===== config.mk =====
export PLATFORM = sky130hd
export DESIGN_NAME = move_entry
export DESIGN_NICKNAME = d
export VERILOG_FILES = /design/src/rtl/ttt_pkg.sv /design/src/rtl/btn_debounce.sv /design/src/rtl/move_entry.sv
export SDC_FILE = /design/constraint.sdc
export NUM_CORES = 1
export LEC_CHECK = 0
export ABC_AREA = 1
export CAP_MARGIN = 20
export CORE_UTILIZATION = 39
export CTS_CLUSTER_SIZE = 40
export DETAILED_ROUTE_END_ITERATION = 10
export PLACE_DENSITY_LB_ADDON = 0.08
export REMOVE_ABC_BUFFERS = 1
export SLEW_MARGIN = 20
export SYNTH_ARGS = -nofsm -noshare
export SYNTH_HDL_FRONTEND = slang
export SYNTH_SLANG_ARGS = --single-unit

===== constraint.sdc =====
create_clock -name clk -period 3.4 [get_ports clk]
set_clock_uncertainty 0.2 [all_clocks]
set_input_delay 0.85 -clock clk [delete_from_list [all_inputs] [get_ports clk]]
set_output_delay 0.85 -clock clk [all_outputs]
set_load 0.02 [all_outputs]

===== src/rtl/ttt_pkg.sv =====
// Shared tic-tac-toe definitions: player codes, square constants, the move FSM
// state encoding and one-hot square helpers used by the move and win logic.
package ttt_pkg;

  localparam logic [1:0] P_NONE = 2'b00;
  localparam logic [1:0] P_X    = 2'b01;
  localparam logic [1:0] P_O    = 2'b10;

  localparam logic [3:0] SQ_NONE = 4'hF;
  localparam int         NUM_SQ  = 9;

  typedef enum logic [1:0] {
    ST_IDLE   = 2'd0,
    ST_SELECT = 2'd1,
    ST_CHECK  = 2'd2,
    ST_OFFER  = 2'd3
  } move_state_e;

  function automatic logic sq_onehot(input logic [NUM_SQ-1:0] v);
    return (v != '0) && ((v & (v - 9'd1)) == '0);
  endfunction

  // Index of the lowest set square, SQ_NONE when no square is selected.
  function automatic logic [3:0] sq_index(input logic [NUM_SQ-1:0] v);
    logic [3:0] idx;
    idx = SQ_NONE;
    for (int i = NUM_SQ - 1; i >= 0; i--) begin
      if (v[i]) idx = 4'(i);
    end
    return idx;
  endfunction

endpackage


===== src/rtl/btn_debounce.sv =====
// Confirm-button conditioner: 2-flop synchronizer, saturating debounce counter
// and a single-cycle pulse on the rising edge of the debounced level.
module btn_debounce #(
  parameter int DEB_CYCLES = 4
) (
  input  logic clk_i,
  input  logic rst_ni,
  input  logic btn_i,
  output logic press_o
);

  localparam int             CW      = $clog2(DEB_CYCLES + 1);
  localparam logic [CW-1:0]  CNT_MAX = CW'(DEB_CYCLES);

  logic          sync1_q, sync2_q;
  logic [CW-1:0] cnt_q, cnt_d;
  logic          deb_q;
  logic          deb;

  always_comb begin
    cnt_d = '0;
    if (sync2_q) cnt_d = (cnt_q == CNT_MAX) ? cnt_q : cnt_q + 1'b1;
  end

  assign deb     = (cnt_q == CNT_MAX);
  assign press_o = deb & ~deb_q;

  always_ff @(posedge clk_i or negedge rst_ni) begin
    if (!rst_ni) begin
      sync1_q <= 1'b0;
      sync2_q <= 1'b0;
      cnt_q   <= '0;
      deb_q   <= 1'b0;
    end else begin
      sync1_q <= btn_i;
      sync2_q <= sync1_q;
      cnt_q   <= cnt_d;
      deb_q   <= deb;
    end
  end

endmodule


===== src/rtl/move_entry.sv =====
// Player move producer: debounced confirm, selection validation against the
// owned X/O occupancy map, and a valid/ready offer of the chosen square index.
module move_entry
  import ttt_pkg::*;
#(
  parameter int DEB_CYCLES = 4
) (
  input  logic        clk,
  input  logic        rst,
  input  logic [8:0]  sw,
  input  logic        confirm,
  input  logic [1:0]  turn,
  input  logic        new_game,
  output logic [3:0]  move,
  output logic        move_valid,
  input  logic        move_ready,
  output logic [8:0]  board_x,
  output logic [8:0]  board_o,
  output logic        full,
  output logic        err
);

  move_state_e state_q;
  logic [8:0]  sw_q;
  logic [1:0]  player_q;
  logic [3:0]  move_q;
  logic        move_valid_q;
  logic [8:0]  board_x_q, board_o_q;
  logic        err_q;

  logic       press;
  logic [8:0] occ;
  logic       turn_ok;
  logic       sel_legal;

  btn_debounce #(.DEB_CYCLES(DEB_CYCLES)) u_confirm_deb (
    .clk_i   (clk),
    .rst_ni  (rst),
    .btn_i   (confirm),
    .press_o (press)
  );

  assign occ       = board_x_q | board_o_q;
  assign turn_ok   = (turn == P_X) || (turn == P_O);
  assign sel_legal = sq_onehot(sw_q) && ((sw_q & occ) == '0);

  always_ff @(posedge clk or negedge rst) begin
    if (!rst) begin
      state_q      <= ST_IDLE;
      sw_q         <= '0;
      player_q     <= P_NONE;
      move_q       <= SQ_NONE;
      move_valid_q <= 1'b0;
      board_x_q    <= '0;
      board_o_q    <= '0;
      err_q        <= 1'b0;
    end else begin
      err_q <= 1'b0;
      if (new_game) begin
        // A clear wins over everything, including a handshake in this cycle.
        state_q      <= ST_IDLE;
        move_q       <= SQ_NONE;
        move_valid_q <= 1'b0;
        board_x_q    <= '0;
        board_o_q    <= '0;
      end else begin
        case (state_q)
          ST_IDLE: begin
            if (turn_ok && !full) state_q <= ST_SELECT;
          end
          ST_SELECT: begin
            if (!turn_ok) begin
              state_q <= ST_IDLE;
            end else if (press) begin
              sw_q     <= sw;
              player_q <= turn;
              state_q  <= ST_CHECK;
            end
          end
          ST_CHECK: begin
            if (sel_legal) begin
              move_q       <= sq_index(sw_q);
              move_valid_q <= 1'b1;
              state_q      <= ST_OFFER;
            end else begin
              err_q   <= 1'b1;
              state_q <= ST_SELECT;
            end
          end
          ST_OFFER: begin
            // Commit uses the latched square and player, never live inputs.
            if (move_ready) begin
              if (player_q == P_X) board_x_q <= board_x_q | sw_q;
              else                 board_o_q <= board_o_q | sw_q;
              move_q       <= SQ_NONE;
              move_valid_q <= 1'b0;
              state_q      <= ST_IDLE;
            end
          end
          default: state_q <= ST_IDLE;
        endcase
      end
    end
  end

  assign move       = move_q;
  assign move_valid = move_valid_q;
  assign board_x    = board_x_q;
  assign board_o    = board_o_q;
  assign full       = (occ == 9'h1FF);
  assign err        = err_q;

endmodule

# Word level (Yosys, flattened, before mapping)
# Cells that the tools add are included.
[word_totals]
latch_bits = 0
ram_bits = 0
mem_count = 0
rom_bits = 0
reg_bits = 43
word_cells = 91
[op_classes]
bitwise_logic = 8
n_div = 0
add_sub_neg = 2
mul = 0
shift = 0
mux = 37
magnitude_cmp = 0
n_eq_ne = 14
reduce_logical = 18
[op_table]
columns = ["cell", "count"]
rows = [
  ["$mux W9", 8],
  ["$mux W4", 11],
  ["$or A9 B9 Y9", 3],
  ["$and A9 B9 Y9", 2],
  ["$logic_not A9 Y1", 2],
  ["$mux W2", 6],
  ["$reduce_and A3 Y1", 4],
  ["$eq A9 B9 Y1 const B", 1],
  ["$mux W3", 3],
  ["$ne A3 B3 Y1 const B", 3],
  ["$reduce_bool A9 Y1", 1],
  ["$sub A9 B1 Y9 const B", 1],
  ["$pmux W2 S4", 1],
  ["$pmux W4 S2", 1],
  ["$eq A2 B1 Y1 const B", 3],
  ["$eq A2 B2 Y1 const B", 3],
  ["$mux W1", 6],
  ["$reduce_bool A2 Y1", 3],
  ["$ne A2 B2 Y1 const B", 2],
  ["$ne A4 B4 Y1 const B", 1],
  ["$reduce_and A4 Y1", 1],
  ["$add A3 B1 Y3 const B", 1],
  ["$eq A3 B3 Y1 const B", 1],
  ["$logic_and A1 B1 Y1", 3],
  ["other kinds (7)", 8],
]

# Depth between registers and ports, before layout
# Gate-level depths: netlist of run 1.
[depth]
word_depth = 12
ltp_mapped = 13
ltp_nobuf = 12

# Modules after synthesis
# Synthesis of run 1 repeated with hierarchy kept, for this count alone.
[unflattened]
hier_cells = 270
hier_area_um2 = 2140.8
[by_module_without_submodules]
columns = ["module", "instances", "area_per_inst_um2", "cells_per_inst"]
rows = [
  ["move_entry", 1, 1898.1, 247],
  ["btn_debounce", 1, 242.7, 23],
]

# Worst setup path before layout of run 1
# No wires, ideal clock.
[synth_timing]
path_kind = "register to output"
from = "reg board_x_q[8], in the netlist board_x[8]"
to = "out full"
arrival_time_ps = 1043
stages_incl_launch_ff = 5
path_slack_ps = 1307
required_time_ps = 2350
n_path_buf = 0
cell_sequence = "dfrtp_1 -> inv_1 -> a21oi_1 -> nand4_1 -> nor2_1"
[synth_via]
elab_chain_cells = 2
[synth_rtl]
columns = ["item", "line_no", "text"]
rows = [
  ["start: declaration", "move_entry.sv:28", "logic [8:0] board_x_q, board_o_q;"],
  ["start signal: assignment", "move_entry.sv:93", "if (player_q == P_X) board_x_q <= board_x_q | sw_q;"],
  ["$or A9 B9 Y9", "move_entry.sv:43", "assign occ = board_x_q | board_o_q;"],
  ["$eq A9 B9 Y1", "move_entry.sv:110", "assign full = (occ == 9'h1FF);"],
  ["end: declaration", "move_entry.sv:19", "output logic full,"],
]
# Every way passes these cells.

# Worst setup path after layout of run 1
[layout_timing]
from = "reg board_x_q[4], in the netlist board_x[4]"
to = "out full"
# The elaborated chain is that of the path after synthesis.

==> results.yml, run 1 <==
run_status:
  status: "complete, no violations"
timing:
  finalMaxSlewViolations: 0
  hold_viol_final: 0
  worst_pin_slew_ps: 921
  relSlewSlack_pct: 38.6
  period_needed_ps: 2900
  worst_slack_ps: 500
  holdWs_ps: 152
  fmax_mhz: 345
  setup_viol: 0
  finalSetupTns_ps: 0
  period_share_pct: 85.3
  rsz0062_at_grt: "no"
finish:
  final_layout_size_suffix_gt1_share_pct: 9.21
  layout.nets: 332
  fin_util_pct: 52.0
  fin_area_sq_um: 2670
  antennaDiodeCount: 0
  areaGrowthSynthToFinish_pct: 27.1
synthesis:
  synth_warnings: 0
  synth-seq-cells: 43
  synth_top_area_cell: "dfrtp_1"
  async_reset_ff_share_pct: 100
  synth_ff_type: "dfrtp_1"
  syn_area_sq_um: 2100
  synthTopCellsByArea: "dfrtp_1, nand2_1, inv_1"
  ys_top_cells_by_count: "nand2_1, dfrtp_1, inv_1"
  synth-compound-area-share_pct: 12.4
  synth_xor_area_share_pct: 0.416
  synth_top_family_by_area: "simple AND/OR/NAND/NOR gates"
  synth.most_common_cell: "nand2_1"
  synth_top_area_share_pct: 46.4
  synth-simple-area-share_pct: 26.8
  syn_area_per_cell_sq_um: 7.79
  synth.mux.area_fraction_pct: 0
  yosysSeqAreaShare_pct: 51.4
  synth_edf_count: 0
  yosys.area_share.adder_pct: 1.19
  synth.distinct_cells: 26
  netlist_instances: 270
drt:
  wire_per_inst_um: 11.8
  totalWireLength_mm: 4.55
  vias: 1787
  drt_iter0_drc: 122
  dr.pass1.iters: 4
  drc: 0
  vias_per_cell: 4.64
  postRouteAntennaNets: 0
critical_path:
  slowest_stage: "clkdlybuf4s50_1"
  reg2reg_from: "sw_q[4]$_DFFE_PN0P_"
  path_class: "flip-flop to primary output"
  crit_chain: "nor2_1 -> nor2_1 -> nand4_1 -> nor2_1 -> clkdlybuf4s50_1"
  crit_required_ps: 2350
  reg2reg_slack_ps: 1550
  crit_top_cell: "nor2_1"
  slowest_delay_ps: 620
  crit_path_max_fanout: 4
  r2r_end: "move_valid$_DFFE_PN0P_"
  rr_worst_depth: 10
  cp.arrival_ps: 1850
  endpoint_kind: "primary output"
  startpoint_type: "flip-flop"
grt:
  first_global_vias: 1556
  antenna_found_initial: 0
  grt_usage_pct: 18.2
  grt_pass1_wl_mm: 7.55
  grt_start_max_net_pins: 44
  gr-total-overflow: 0
clock_tree:
  cts-buffers-inserted: 5
  cts.repair.resized: 0
  htree_levels: 2
  clock-sinks: 43
  ctsHoldBuffers: 0
  clockBufferDepth: 2
  clkLatencyLatePin_ps: 300
  path_clk_slew_ps: 80
  root_buffer: "clkbuf_8"
  tritoncts: "built"
  cts_setup_buffers: 0
job:
  drv_cap: 0
floorplanning:
  die_x_um: 75.4
  die_area_sq_um: 5690
  dieHeight_um: 75.4
  initial_core_util_pct: 40.9
  fp.coreArea_sq_um: 5140
  boundaryPins: 41
  rows: 26
worst_hold_path:
  worstHoldEndpoint: "u_confirm_deb.sync2_q$_DFF_PN0_"
  hold_path.startpoint: "u_confirm_deb.sync1_q$_DFF_PN0_"
  whs_path_depth: 0
  hp-class: "flip-flop to flip-flop"
pwr:
  vdd_drop_max_v: 0.000283
  power_density_nw_per_um2: 511
  p_leak_nw: 1.28
placed_design:
  place.gp.congestion: 0.835
  hpwlAfterDp_mm: 3.41
  port_buffers: 40
  pre_cts_ws_ps: 566
  place_area_sq_um: 2570
[sequential cells by signal, indices dropped and copies added (netlist names)]
| name | flops |
|---|---|
| board_x | 9 |
| u_confirm_deb.sync1_q | 1 |
| player_q | 2 |
| board_o | 9 |
| u_confirm_deb.sync2_q | 1 |
| u_confirm_deb.cnt_q | 3 |
| move_valid | 1 |
| state_q | 2 |
| move | 4 |
| sw_q | 9 |
| u_confirm_deb.deb_q | 1 |
| err | 1 |
[critical path, delay by kind of cell (launching register included)]
| kind | cells | cell delay (ps) |
|---|---|---|
| DFF | 1 | 400 |
| and+or+nand+nor | 4 | 530 |
| buffers and inverters | 1 | 620 |
[worst max path at each step]
| stage | startpoint | end | cells past startpoint |
|---|---|---|---|
| after CTS | board_x[4]$_DFFE_PN0P_ | full | 5 |
| after global routing | board_x[4]$_DFFE_PN0P_ | full | 5 |
| final | board_x[4]$_DFFE_PN0P_ | full | 5 |
| after detailed placement | new_game | board_o[4]$_DFFE_PN0P_ | 5 |
| after floorplan | board_x[8]$_DFFE_PN0P_ | full | 4 |
| after global placement | new_game | sw_q[8]$_DFFE_PN0P_ | 8 |
[logic make-up after synthesis]
| logic type | count (synthesis) |
|---|---|
| AO/OA/AOI/OAI | 47 |
| XOR/XNOR | 1 |
| adder cells (fa/ha/maj) | 2 |
| buffers and inverters | 42 |
| flip-flops | 43 |
| AND/OR/NAND/NOR | 135 |
[power breakdown]
part / total, mW / switching [mW] / internal, mW
clock: 0.354 / 0.168 / 0.185
sequential: 0.657 / 0.0704 / 0.587
combinational: 0.357 / 0.207 / 0.150
total: 1.37 / 0.445 / 0.922
[per-stage QoR]
step                total power, mW  std cells
floorplan                     0.874        266
global placement               1.02        377
detailed placement             1.03        377
CTS                            1.39        385
global route                   1.46        385
finish                         1.37        385
[per-layer routing]
layer,vias up,GRT usage (%),share of wire [%],wire (um)
met3,6,3.57,4.0,182
met1,802,26.0,49,2250
met5,-,0,0,0
met4,0,6.17,1.4,65
met2,41,27.8,45,2050
li1,938,-,-,-
[placed cells by master (no fill, tap or decap), types with 5 or more instances in the layout]
| cell | synthesis | routed |
|---|---|---|
| nand3_1 | 12 | 12 |
| nand2_1 | 93 | 93 |
| a21oi_1 | 22 | 22 |
| nor2_1 | 19 | 19 |
| dfrtp_1 | 39 | 39 |
| inv_2 | 5 | 5 |
| inv_1 | 33 | 33 |
| o21ai_0 | 12 | 12 |
| clkdlybuf4s50_1 | 0 | 39 |
| clkbuf_8 | 0 | 7 |
| o21ai_1 | 8 | 8 |
[final cells by class]
class                      count  area, sq um
timing repair buffer          41          403
sequential                    43         1080
fill                         537         2470
clock buffer                   8          100
inverter                      38          143
multi-input combinational    185          860
tap                           70         87.6
Note: power is estimated with default switching activity, not from simulation.
==> run 2, diff against run 1 <==
Settings changed: PLACE_DENSITY_LB_ADDON 0.08 to unset.
==> run 2 against run 1 <==
Net effect: total power is 4.6% higher; count of clock-buffer cells in the layout is 2 lower; critical endpoint unchanged; utilization is 0.34 points higher; register-to-register slack worse by 40 ps; global-route usage is 0.24 points higher; wire length is 0.11% higher; combinational power hardly changed; largest power group unchanged; non-clock buffer count stayed put; highest routed layer unchanged; sequential power hardly changed; die area stayed put.
==> results.yml, run 2 (synthesis gave the netlist of run 1 again) <==
job:
  drv_cap: 0
timing:
  holdWs_ps: 158
  finalMaxSlewViolations: 0
  period_share_pct: 85.2
  relSlewSlack_pct: 36.8
  hold_viol_final: 0
  worst_pin_slew_ps: 949
  period_needed_ps: 2900
  setup_viol: 0
  finalSetupTns_ps: 0
  rsz0062_at_grt: "no"
  fmax_mhz: 345
critical_path:
  cp_num_cells: 5
  crit_chain: "nor2_1 -> nor2_1 -> nand4_1 -> nor2_1 -> clkdlybuf4s50_1"
  path_class: "flip-flop to primary output"
  cp_num_buf_inv: 1
  startpoint_type: "flip-flop"
  slowest_stage: "clkdlybuf4s50_1"
  cp.arrival_ps: 1850
  crit_required_ps: 2350
  endpoint_kind: "primary output"
  cp_top_family: "buffers and inverters"
  crit_top_cell: "nor2_1"
  crit_path_max_fanout: 4
  slowest_delay_ps: 620
  rr_worst_depth: 10
clock_tree:
  clkLatencyLatePin_ps: 300
  cts_setup_buffers: 0
  clockBufferDepth: 2
  ctsHoldBuffers: 0
  htree_levels: 2
  cts-buffers-inserted: 5
  path_clk_slew_ps: 80
  cts.repair.resized: 0
  root_buffer: "clkbuf_8"
  tritoncts: "built"
  clock-sinks: 43
floorplanning:
  initial_core_util_pct: 40.9
  rows: 26
  fp.coreArea_sq_um: 5140
  boundaryPins: 41
  dieHeight_um: 75.4
  die_x_um: 75.4
  die_area_sq_um: 5690
run_status:
  status: "complete, no violations"
grt:
  grtUsageMet2_pct: 28.9
  top_usage_layer: "met2"
  grt_usage_pct: 18.4
  met1_usage_pct: 24.8
  first_global_vias: 1700
  grt_start_max_net_pins: 44
  grt_pass1_wl_mm: 7.70
  gr-total-overflow: 0
  antenna_found_initial: 0
  grt.met3_usage_pct: 4.76
finish:
  final_cell_mix: "nand2_1, dfrtp_1, clkdlybuf4s50_1"
  antennaDiodeCount: 0
  final_common_cell: "nand2_1"
  areaGrowthSynthToFinish_pct: 28.0
  layout.nets: 332
  fin_util_pct: 52.4
  fillers: 534
  fin_cells: 385
  final_layout_size_suffix_gt1_share_pct: 9.52
placed_design:
  hpwlAfterDp_mm: 3.42
  place.gp.congestion: 0.838
  port_buffers: 40
  placed_cells: 377
drt:
  vias: 1810
  drt_iter0_drc: 74
  postRouteAntennaNets: 0
  totalWireLength_mm: 4.55
  dr.pass1.iters: 4
  drc: 0
  vias_per_cell: 4.70
  wire_per_inst_um: 11.8
worst_hold_path:
  whs_path_depth: 0
  hp-class: "flip-flop to flip-flop"
pwr:
  vdd_drop_max_v: 0.000224
  power_mw: 1.43
  power_density_nw_per_um2: 531
  p_leak_nw: 1.29
[run 2: cell types whose count changed in the layout (fill, tap and decap cells not counted)]
cell,delta
bufinv_16,+1
clkbuf_1,-1
clkbuf_8,-1
clkinv_2,+1
[run 2: path summary, 6_finish.rpt]
path / slack, ps / from / end
min in group asynchronous: 490 / rst / board_x[5]$_DFFE_PN0P_
hold reg to reg: 160 / u_confirm_deb.sync1_q$_DFF_PN0_ / u_confirm_deb.sync2_q$_DFF_PN0_
hold / removal: 160 / u_confirm_deb.sync1_q$_DFF_PN0_ / u_confirm_deb.sync2_q$_DFF_PN0_
max in group asynchronous: 1920 / rst / board_o[6]$_DFFE_PN0P_
setup reg to reg: 1510 / sw_q[4]$_DFFE_PN0P_ / move_valid$_DFFE_PN0P_
setup / recovery: 500 / board_x[4]$_DFFE_PN0P_ / full
[run 2: report_power, final]
group	internal, mW	switching [mW]
combinational	0.150	0.208
sequential	0.586	0.0717
clock	0.238	0.177
[run 2: layer usage]
metal	wire (um)	share of wire [%]
met3	218	4.8
met4	68	1.5
met2	2030	45
met1	2230	49
met5	0	0
[run 2: layout make-up]
type / count / area [sq um] / share of cell area, %
inverter: 38 / 143 / 5.30
tap: 70 / 87.6 / 3.25
clock buffer: 6 / 82.6 / 3.07
sequential: 43 / 1080 / 40.2
timing repair buffer: 41 / 403 / 15.0
clock inverter: 2 / 35.0 / 1.30
multi-input combinational: 185 / 860 / 31.9
[run 2: per-stage QoR]
step                area, sq um  setup slack [ps]
floorplan                  2080              1310
global placement           2570               528
detailed placement         2570               499
CTS                        2690               487
global route               2690               409
finish                     2690               503
